**config.mk**
```make
export PLATFORM = sky130hd
export DESIGN_NAME = pf_lanectrl_pause_ctrl_flat
export DESIGN_NICKNAME = d
export VERILOG_FILES = /design/src/rtl/pf_lanectrl_pause_ctrl_if.sv /design/src/rtl/pf_lanectrl_pause_ctrl.sv /design/src/flat_wrapper.sv
export SDC_FILE = /design/constraint.sdc
export NUM_CORES = 1
export LEC_CHECK = 0
export CAP_MARGIN = 0
export CORE_MARGIN = 10
export CORE_UTILIZATION = 48
export DETAILED_ROUTE_END_ITERATION = 7
export PLACE_DENSITY = 0.72
export SKIP_CTS_REPAIR_TIMING = 1
export SLEW_MARGIN = 0
export SYNTH_ARGS = -nofsm -noshare
export SYNTH_HDL_FRONTEND = slang
export SYNTH_SLANG_ARGS = --single-unit
```
**constraint.sdc**
```tcl
create_clock -name CLK -period 3.1 [get_ports CLK]
set_clock_uncertainty 0.2 [all_clocks]
set_input_delay 0.62 -clock CLK [delete_from_list [all_inputs] [get_ports CLK]]
set_output_delay 0.62 -clock CLK [all_outputs]
set_load 0.05 [all_outputs]
```
**src/rtl/pf_lanectrl_pause_ctrl_if.sv**
```systemverilog
// rtl/pf_lanectrl_pause_ctrl_if.sv - update-request / pause handshake bundle for the lane pause controller
//
// Signals:
//   UPDATE_REQ       requester -> controller, level request for one delay-code update
//   HS_IO_CLK_PAUSE  controller -> pause synchroniser, raw pause request
//   DELAY_LOAD       controller -> delay line, one-cycle load strobe
//   UPDATE_ACK       controller -> requester, one-cycle completion pulse
//   BUSY             controller -> requester, sequence in progress
//   UPDATE_COUNT     controller -> status, completed-update counter (wraps)
interface pf_lanectrl_pause_ctrl_if;
    logic       UPDATE_REQ;
    logic       HS_IO_CLK_PAUSE;
    logic       DELAY_LOAD;
    logic       UPDATE_ACK;
    logic       BUSY;
    logic [7:0] UPDATE_COUNT;

    modport master (
        output UPDATE_REQ,
        input  HS_IO_CLK_PAUSE,
        input  DELAY_LOAD,
        input  UPDATE_ACK,
        input  BUSY,
        input  UPDATE_COUNT
    );

    modport slave (
        input  UPDATE_REQ,
        output HS_IO_CLK_PAUSE,
        output DELAY_LOAD,
        output UPDATE_ACK,
        output BUSY,
        output UPDATE_COUNT
    );
endinterface

```
**src/rtl/pf_lanectrl_pause_ctrl.sv**
```systemverilog
// rtl/pf_lanectrl_pause_ctrl.sv - brackets each delay-code update with a pause window and enforces a gap
//
// Ports:
//   CLK    fabric clock, rising edge
//   RESET  asynchronous, active-high reset
//   bus    pf_lanectrl_pause_ctrl_if.slave: UPDATE_REQ in; HS_IO_CLK_PAUSE, DELAY_LOAD,
//          UPDATE_ACK, BUSY, UPDATE_COUNT out (all flop outputs)
module pf_lanectrl_pause_ctrl #(
    parameter int PRE_CYCLES  = 2,
    parameter int POST_CYCLES = 3,
    parameter int GAP_CYCLES  = 4
) (
    input  logic                     CLK,
    input  logic                     RESET,
    pf_lanectrl_pause_ctrl_if.slave  bus
);

    typedef enum logic [2:0] {
        S_IDLE = 3'd0,
        S_PRE  = 3'd1,
        S_LOAD = 3'd2,
        S_POST = 3'd3,
        S_GAP  = 3'd4
    } state_t;

    localparam logic [3:0] PRE_RELOAD  = 4'(PRE_CYCLES - 1);
    localparam logic [3:0] POST_RELOAD = 4'(POST_CYCLES - 1);
    localparam logic [3:0] GAP_RELOAD  = 4'(GAP_CYCLES - 1);

    state_t     r_state;
    state_t     w_next_state;
    logic [3:0] r_cnt;
    logic [3:0] w_next_cnt;

    logic       r_pause;
    logic       r_load;
    logic       r_ack;
    logic       r_busy;
    logic [7:0] r_count;

    // The edge that moves POST -> GAP completes an update: it fires the ack and bumps the count.
    logic       w_enter_gap;

    always_comb begin
        w_next_state = r_state;
        w_next_cnt   = r_cnt;
        case (r_state)
            S_IDLE: begin
                if (bus.UPDATE_REQ) begin
                    w_next_state = S_PRE;
                    w_next_cnt   = PRE_RELOAD;
                end
            end
            S_PRE: begin
                if (r_cnt == 4'd0) begin
                    w_next_state = S_LOAD;
                end else begin
                    w_next_cnt = r_cnt - 4'd1;
                end
            end
            S_LOAD: begin
                w_next_state = S_POST;
                w_next_cnt   = POST_RELOAD;
            end
            S_POST: begin
                if (r_cnt == 4'd0) begin
                    w_next_state = S_GAP;
                    w_next_cnt   = GAP_RELOAD;
                end else begin
                    w_next_cnt = r_cnt - 4'd1;
                end
            end
            S_GAP: begin
                if (r_cnt == 4'd0) begin
                    w_next_state = S_IDLE;
                end else begin
                    w_next_cnt = r_cnt - 4'd1;
                end
            end
            default: begin
                w_next_state = S_IDLE;
                w_next_cnt   = 4'd0;
            end
        endcase
    end

    assign w_enter_gap = (w_next_state == S_GAP) && (r_state != S_GAP);

    always_ff @(posedge CLK or posedge RESET) begin
        if (RESET) begin
            r_state <= S_IDLE;
            r_cnt   <= 4'd0;
        end else begin
            r_state <= w_next_state;
            r_cnt   <= w_next_cnt;
        end
    end

    // Outputs are decoded from the next state so they line up with the state they describe
    // while still being plain flop outputs.
    always_ff @(posedge CLK or posedge RESET) begin
        if (RESET) begin
            r_pause <= 1'b0;
            r_load  <= 1'b0;
            r_ack   <= 1'b0;
            r_busy  <= 1'b0;
            r_count <= 8'd0;
        end else begin
            r_pause <= (w_next_state == S_PRE) || (w_next_state == S_LOAD) || (w_next_state == S_POST);
            r_load  <= (w_next_state == S_LOAD);
            r_ack   <= w_enter_gap;
            r_busy  <= (w_next_state != S_IDLE);
            if (w_enter_gap) begin
                r_count <= r_count + 8'd1;
            end
        end
    end

    assign bus.HS_IO_CLK_PAUSE = r_pause;
    assign bus.DELAY_LOAD      = r_load;
    assign bus.UPDATE_ACK      = r_ack;
    assign bus.BUSY            = r_busy;
    assign bus.UPDATE_COUNT    = r_count;

endmodule

```
**src/flat_wrapper.sv**
```systemverilog
// flat-port wrapper written by rule: the top's interface ports become plain ports
module pf_lanectrl_pause_ctrl_flat 
#(
    parameter int PRE_CYCLES  = 2,
    parameter int POST_CYCLES = 3,
    parameter int GAP_CYCLES  = 4
)
  (CLK, RESET, bus_UPDATE_REQ, bus_HS_IO_CLK_PAUSE, bus_DELAY_LOAD, bus_UPDATE_ACK, bus_BUSY, bus_UPDATE_COUNT);
  pf_lanectrl_pause_ctrl_if bus_i ();
  input  logic CLK;
  input  logic RESET;
  input wire logic [$bits(bus_i.UPDATE_REQ)-1:0] bus_UPDATE_REQ;
  output wire logic [$bits(bus_i.HS_IO_CLK_PAUSE)-1:0] bus_HS_IO_CLK_PAUSE;
  output wire logic [$bits(bus_i.DELAY_LOAD)-1:0] bus_DELAY_LOAD;
  output wire logic [$bits(bus_i.UPDATE_ACK)-1:0] bus_UPDATE_ACK;
  output wire logic [$bits(bus_i.BUSY)-1:0] bus_BUSY;
  output wire logic [$bits(bus_i.UPDATE_COUNT)-1:0] bus_UPDATE_COUNT;
  assign bus_i.UPDATE_REQ = bus_UPDATE_REQ;
  assign bus_HS_IO_CLK_PAUSE = bus_i.HS_IO_CLK_PAUSE;
  assign bus_DELAY_LOAD = bus_i.DELAY_LOAD;
  assign bus_UPDATE_ACK = bus_i.UPDATE_ACK;
  assign bus_BUSY = bus_i.BUSY;
  assign bus_UPDATE_COUNT = bus_i.UPDATE_COUNT;
  pf_lanectrl_pause_ctrl #(.PRE_CYCLES(PRE_CYCLES), .POST_CYCLES(POST_CYCLES), .GAP_CYCLES(GAP_CYCLES)) u_core (.CLK(CLK), .RESET(RESET), .bus(bus_i));
endmodule
```
After elaboration in Yosys (flattened, before gate mapping):

Cells that the tools add are included.

* bits in registers: 19
* input port bits: 3
* output and inout bits: 12
* logic and storage cells: 37

* add/sub/neg operators: 2
* equality and inequality tests: 11
* muxes and demuxes: 9
* reduce and logical (&&, ||, !) cells: 8

Operators with widths (count)
* 4-bit case mux with 4 select lines: 1
* 3-bit case mux with 5 select lines: 1
* 3-bit by 2-bit equality test with 1-bit output, second input constant: 4
* 3-bit 2-to-1 mux: 4
* 4-bit 2-to-1 mux: 3
* 8-bit by 1-bit adder with 8-bit output, second input constant: 1
* 3-bit by 1-bit equality test with 1-bit output, second input constant: 2
* 3-bit equality test, second input constant: 2
* 4-bit zero test: 1
* 2-bit inequality test, second input constant: 2
* 4-bit by 1-bit subtractor with 4-bit output, second input constant: 1
* 3-bit zero test: 1
* 3-bit inequality test, second input constant: 1
* 3-bit nonzero test: 1
* 1-bit logical OR: 2
* 2-bit AND reduction: 1
* 2-bit OR reduction: 1
* 1-bit logical AND: 1

Longest topological paths before layout:

* word-level depth: 6
* mapped depth: 6
* gate-level depth less buffers: 5

Least setup slack after synthesis:

OpenSTA, ideal clock, no wires.

* path type: reg2reg
* start point: register u_core.r_cnt[0]
* end point: register u_core.r_count[1] (netlist: u_core.bus.UPDATE_COUNT[1])
* setup time: 0.125 ns
* data arrival time: 1.366 ns
* data required time: 2.775 ns
* setup slack: 1.409 ns
* stages on the path, launching flop included: 6
* buffers on the path: 0
* clock period less this slack: 1.691 ns
* cells stage by stage: dfrtp_1 inv_1 ha_1 and4bb_4 nand2_4 mux2_4

* word-level cells in the longest chain between the ends: 5
* elaborated cells on any way between the ends: 7
* classes of those cells: 1 x eq/ne; 4 x mux; 2 x reduce/logical

Ends and longest elaborated chain
* start: declaration: RTL line pf_lanectrl_pause_ctrl.sv:32 `logic [3:0] r_cnt;`
* start signal: assignment: RTL line pf_lanectrl_pause_ctrl.sv:95 `r_cnt <= w_next_cnt;`
* 4-bit zero test *: RTL line pf_lanectrl_pause_ctrl.sv:55, pf_lanectrl_pause_ctrl.sv:66, pf_lanectrl_pause_ctrl.sv:74
* 3-bit 2-to-1 mux (on tied branches): RTL line pf_lanectrl_pause_ctrl.sv:74, pf_lanectrl_pause_ctrl.sv:66, pf_lanectrl_pause_ctrl.sv:55
* 3-bit case mux with 5 select lines *: RTL line pf_lanectrl_pause_ctrl.sv:47 `case (r_state)`
* 3-bit equality test *: RTL line pf_lanectrl_pause_ctrl.sv:87 `assign w_enter_gap = (w_next_state == S_GAP) && (r_state != S_GAP);`
* 1-bit logical AND *: RTL line pf_lanectrl_pause_ctrl.sv:87
* end signal: assignment: RTL line pf_lanectrl_pause_ctrl.sv:114 `r_count <= r_count + 8'd1;`
* end: declaration: RTL line pf_lanectrl_pause_ctrl.sv:39 `logic [7:0] r_count;`

Mark *: on every way between the ends. The rest lies on a longest branch, timed or not.
A chain may end at the register's enable or synchronous reset.

Worst setup path after layout:

* start point: register u_core.r_count[0] (netlist: u_core.bus.UPDATE_COUNT[0])
* end point: output port bus_UPDATE_COUNT[0]

RTL lines
* end: declaration: RTL line flat_wrapper.sv:17 `output wire logic [$bits(bus_i.UPDATE_COUNT)-1:0] bus_UPDATE_COUNT;`

No word-level cell between the ends.

==> results.md <==
- Status: finished clean
- Overall power: between 800 and 900 uW
- Final min period: 2410 ps
- Via count of the first global-routing pass: 695
- Most frequent cell after synthesis: dfrtp_1
- First-pass DRT Iterations: 4
- Remaining Overflow, GRT: 0
- Static Leak: 0.000537 uW
- Critical Path Source Type: flip-flop
- Core ar.: about 2200 um^2
- Mux cell area share after synthesis: 0.0422
- WL final: ~1800 um
- Slew Viols, Final: 0
- Unrepaired setup endpoints after global routing: no
- CTS buffer count: 3
- Num rows: 17
- Crit end category: primary output
- Largest area contributor in the netlist: dfrtp_1
- Flop-to-flop setup slack: 1110 ps
- Max-cap viol count: 0
- Data arrival time of the worst path: 1590 ps
- CTS Sinks: 19
- HP Class: reg2reg
- Reg2reg end: u_core.bus.UPDATE_COUNT[1]
- Crit path max-delay cell type: clkdlybuf4s50_1
- DR vias/cell: between 5 and 6
- Clock Root Buffer: clkbuf_4
- RR Startpoint: u_core.r_cnt[0]
- Mapped Avg Cell Area: 10.9 um^2
- Die Ht: 67.2 um
- ANT nets after route: 0
- Largest net degree at the start of global routing: 20
- Area of the die: 4510 um^2
- TritonCTS clock tree: yes
- Ratio of cells with drive above 1 in the final layout: 0.153
- Synth Area in Simple Gates: 0.237
- Relative slew slack: 0.487
- Fin crit share: 0.777
- Setup TNS: 0 ps
- XOR/XNOR Fraction of Synth Area: 0.0657
- CP delay by family, top: buffers and inverters
- Critical path type: reg2out
- Hold_sp: u_core.bus.UPDATE_COUNT[7]
- # diodes: 0
- Synth unique cells: 37
- Synth Net Count: 103
- Worst hold path depth: 1
- CTS max path bufs: 2
- Gr usage total: 0.0897
- Port bufs: 14
- Top cells by count, synth: 19 x dfrtp_1, 8 x inv_1, 8 x nor2_1, 8 x xnor2_1
- Number of synthesized flops with an enable pin: 0
- Number of fill cells: 201
- Peak supply drop: 0.000359 V
- Largest stage delay on the critical path: 840 ps
- DR vias: 720
- Global-route wire length before repair: 3180 um
- Post-detail-place hpwl: 1360 um
- Slew of the pin with the lowest slew margin: 768 ps
- Seq cells post-synth: 19
- FMAX: just over 400 MHz
- Avg WL per Cell: 13.1 um
- Worst-Skew Late Latency: 300 ps
- Worst Hold End: u_core.bus.UPDATE_COUNT[7]
- Area Growth Syn to Fin: 14.8%
- Worst EP required: 2280 ps
- Worst-path clk slew: 120 ps
- Drt drc: 0
- Final net count: 117
- Sequential share of the synthesized area: 0.445
- Netlist Area Pre-Place: 1070 um^2
- CTS H-tree depth: 1
- Synth Flop Type: dfrtp_1
- Post-synth ARST share: 1.00
- Worst-path maximum fanout: 6
- Largest family of logic cells by synthesized area: simple AND/OR/NAND/NOR gates
- # IOs: 15
- Worst-case reg-to-reg path depth: 5
- Area contributors post-synth: dfrtp_1 45%, xnor2_1 6.6%, mux2i_1 2.8%
- Critical-path cell list: clkdlybuf4s50_1
- GPL Wtd Cong: 0.809
- Adder-cell share of the synthesized area: 0.0234
- Final Setup Violations: 0
- Mapped Cells: 98
- Synth Warn #: 0
- Yosys top cell area share: 0.445
- Initial core utilization: 0.492
- Cell area power density: 683 nW/um^2
- Final hold vios: 0
- Iter 0 DRT Violations: 16
- Die W: 67.2 um
- Antenna violations before repair: 0
- Worst Path Buf+Inv: 1
- Post-synthesis compound-gate area fraction: 0.113
[where the power goes]
group	internal, uW	switching, uW
registers	293	68.5
logic	159	190
clock network	48.0	78.1
[kinds of logic after synthesis]
family                     Yosys count
adders and majority gates            2
DFF                                 19
AOI/OAI and AO/OA                   14
and+or+nand+nor                     37
buffers and inverters               14
xor gates and xnor gates             8
muxes                                4
[flip-flops by register name, indices dropped and copies added (netlist names)]
| signal | flops |
|---|---|
| u_core.bus.UPDATE_COUNT | 8 |
| u_core.bus.BUSY | 1 |
| u_core.r_cnt | 4 |
| u_core.bus.HS_IO_CLK_PAUSE | 1 |
| u_core.bus.UPDATE_ACK | 1 |
| u_core.bus.DELAY_LOAD | 1 |
| u_core.r_state | 3 |
[layer usage]
| metal | track usage | up-vias | wire length, um | share of wire |
|---|---|---|---|---|
| met5 | 0 | - | 0 | 0 |
| met3 | 0.0331 | 2 | 106 | 0.058 |
| li1 | - | 369 | - | - |
| met4 | 0.0410 | 0 | 14 | 0.0077 |
| met1 | 0.115 | 337 | 898 | 0.49 |
| met2 | 0.132 | 12 | 803 | 0.44 |
[worst reg2reg max path, delay by kind of cell, from the launching register on]
kind / cells / cell delay [ps]
buffers and inverters: 1 / 100
DFF: 1 / 440
adders and majority gates: 1 / 290
muxes: 1 / 330
and+or+nand+nor: 2 / 550
[stage by stage]
step / std cells / setup WS (ps) / hold WS, ps / util / instance area [um^2]
6_report: 139 / 692 / 284 / 0.565 / 1220
3_3_place_gp: 135 / 1040 / 263 / 0.552 / 1200
5_1_grt: 139 / 633 / 323 / 0.565 / 1220
2_1_floorplan: 98 / 1410 / 338 / - / 1070
4_1_cts: 139 / 680 / 287 / 0.565 / 1220
3_5_place_dp: 135 / 1030 / 271 / 0.552 / 1200
[placed cells by master (no fill, tap or decap), types with 2 or more instances in the layout]
cell type         n
clkdlybuf4s50_1  14
clkbuf_4          3
o211ai_1          2
nor2b_1           2
mux2i_1           3
nand2_1           3
and3_1            3
inv_1             8
a21oi_1           4
nand4_1           4
nor2_1            8
xnor2_1           8
dfrtp_1          19
nand2b_1          2
and4_1            2
ha_1              2
nor3b_2           2
nand3_2           3
[worst max-delay path by stage]
stage,end,from,cells after the start
global placement,bus_UPDATE_COUNT[0],u_core.bus.UPDATE_COUNT[0],1
finish,bus_UPDATE_COUNT[0],u_core.bus.UPDATE_COUNT[0],1
CTS,bus_UPDATE_COUNT[0],u_core.bus.UPDATE_COUNT[0],1
detailed placement,bus_UPDATE_COUNT[0],u_core.bus.UPDATE_COUNT[0],1
global route,bus_UPDATE_COUNT[0],u_core.bus.UPDATE_COUNT[0],1
floorplan,u_core.bus.UPDATE_COUNT[1],u_core.r_cnt[0],5
[layout make-up]
cell class / instances / area [um^2] / area share
inverters: 9 / 33.8 / 0.0276
multi-input cells: 65 / 513 / 0.419
clock buffers: 3 / 22.5 / 0.0184
repair buffers: 14 / 140 / 0.114
clock inverters: 1 / 5.00 / 0.00409
well taps: 28 / 35.0 / 0.0286
flip-flops and latches: 19 / 475 / 0.388
No activity file was read; power rests on OpenSTA's default activity.
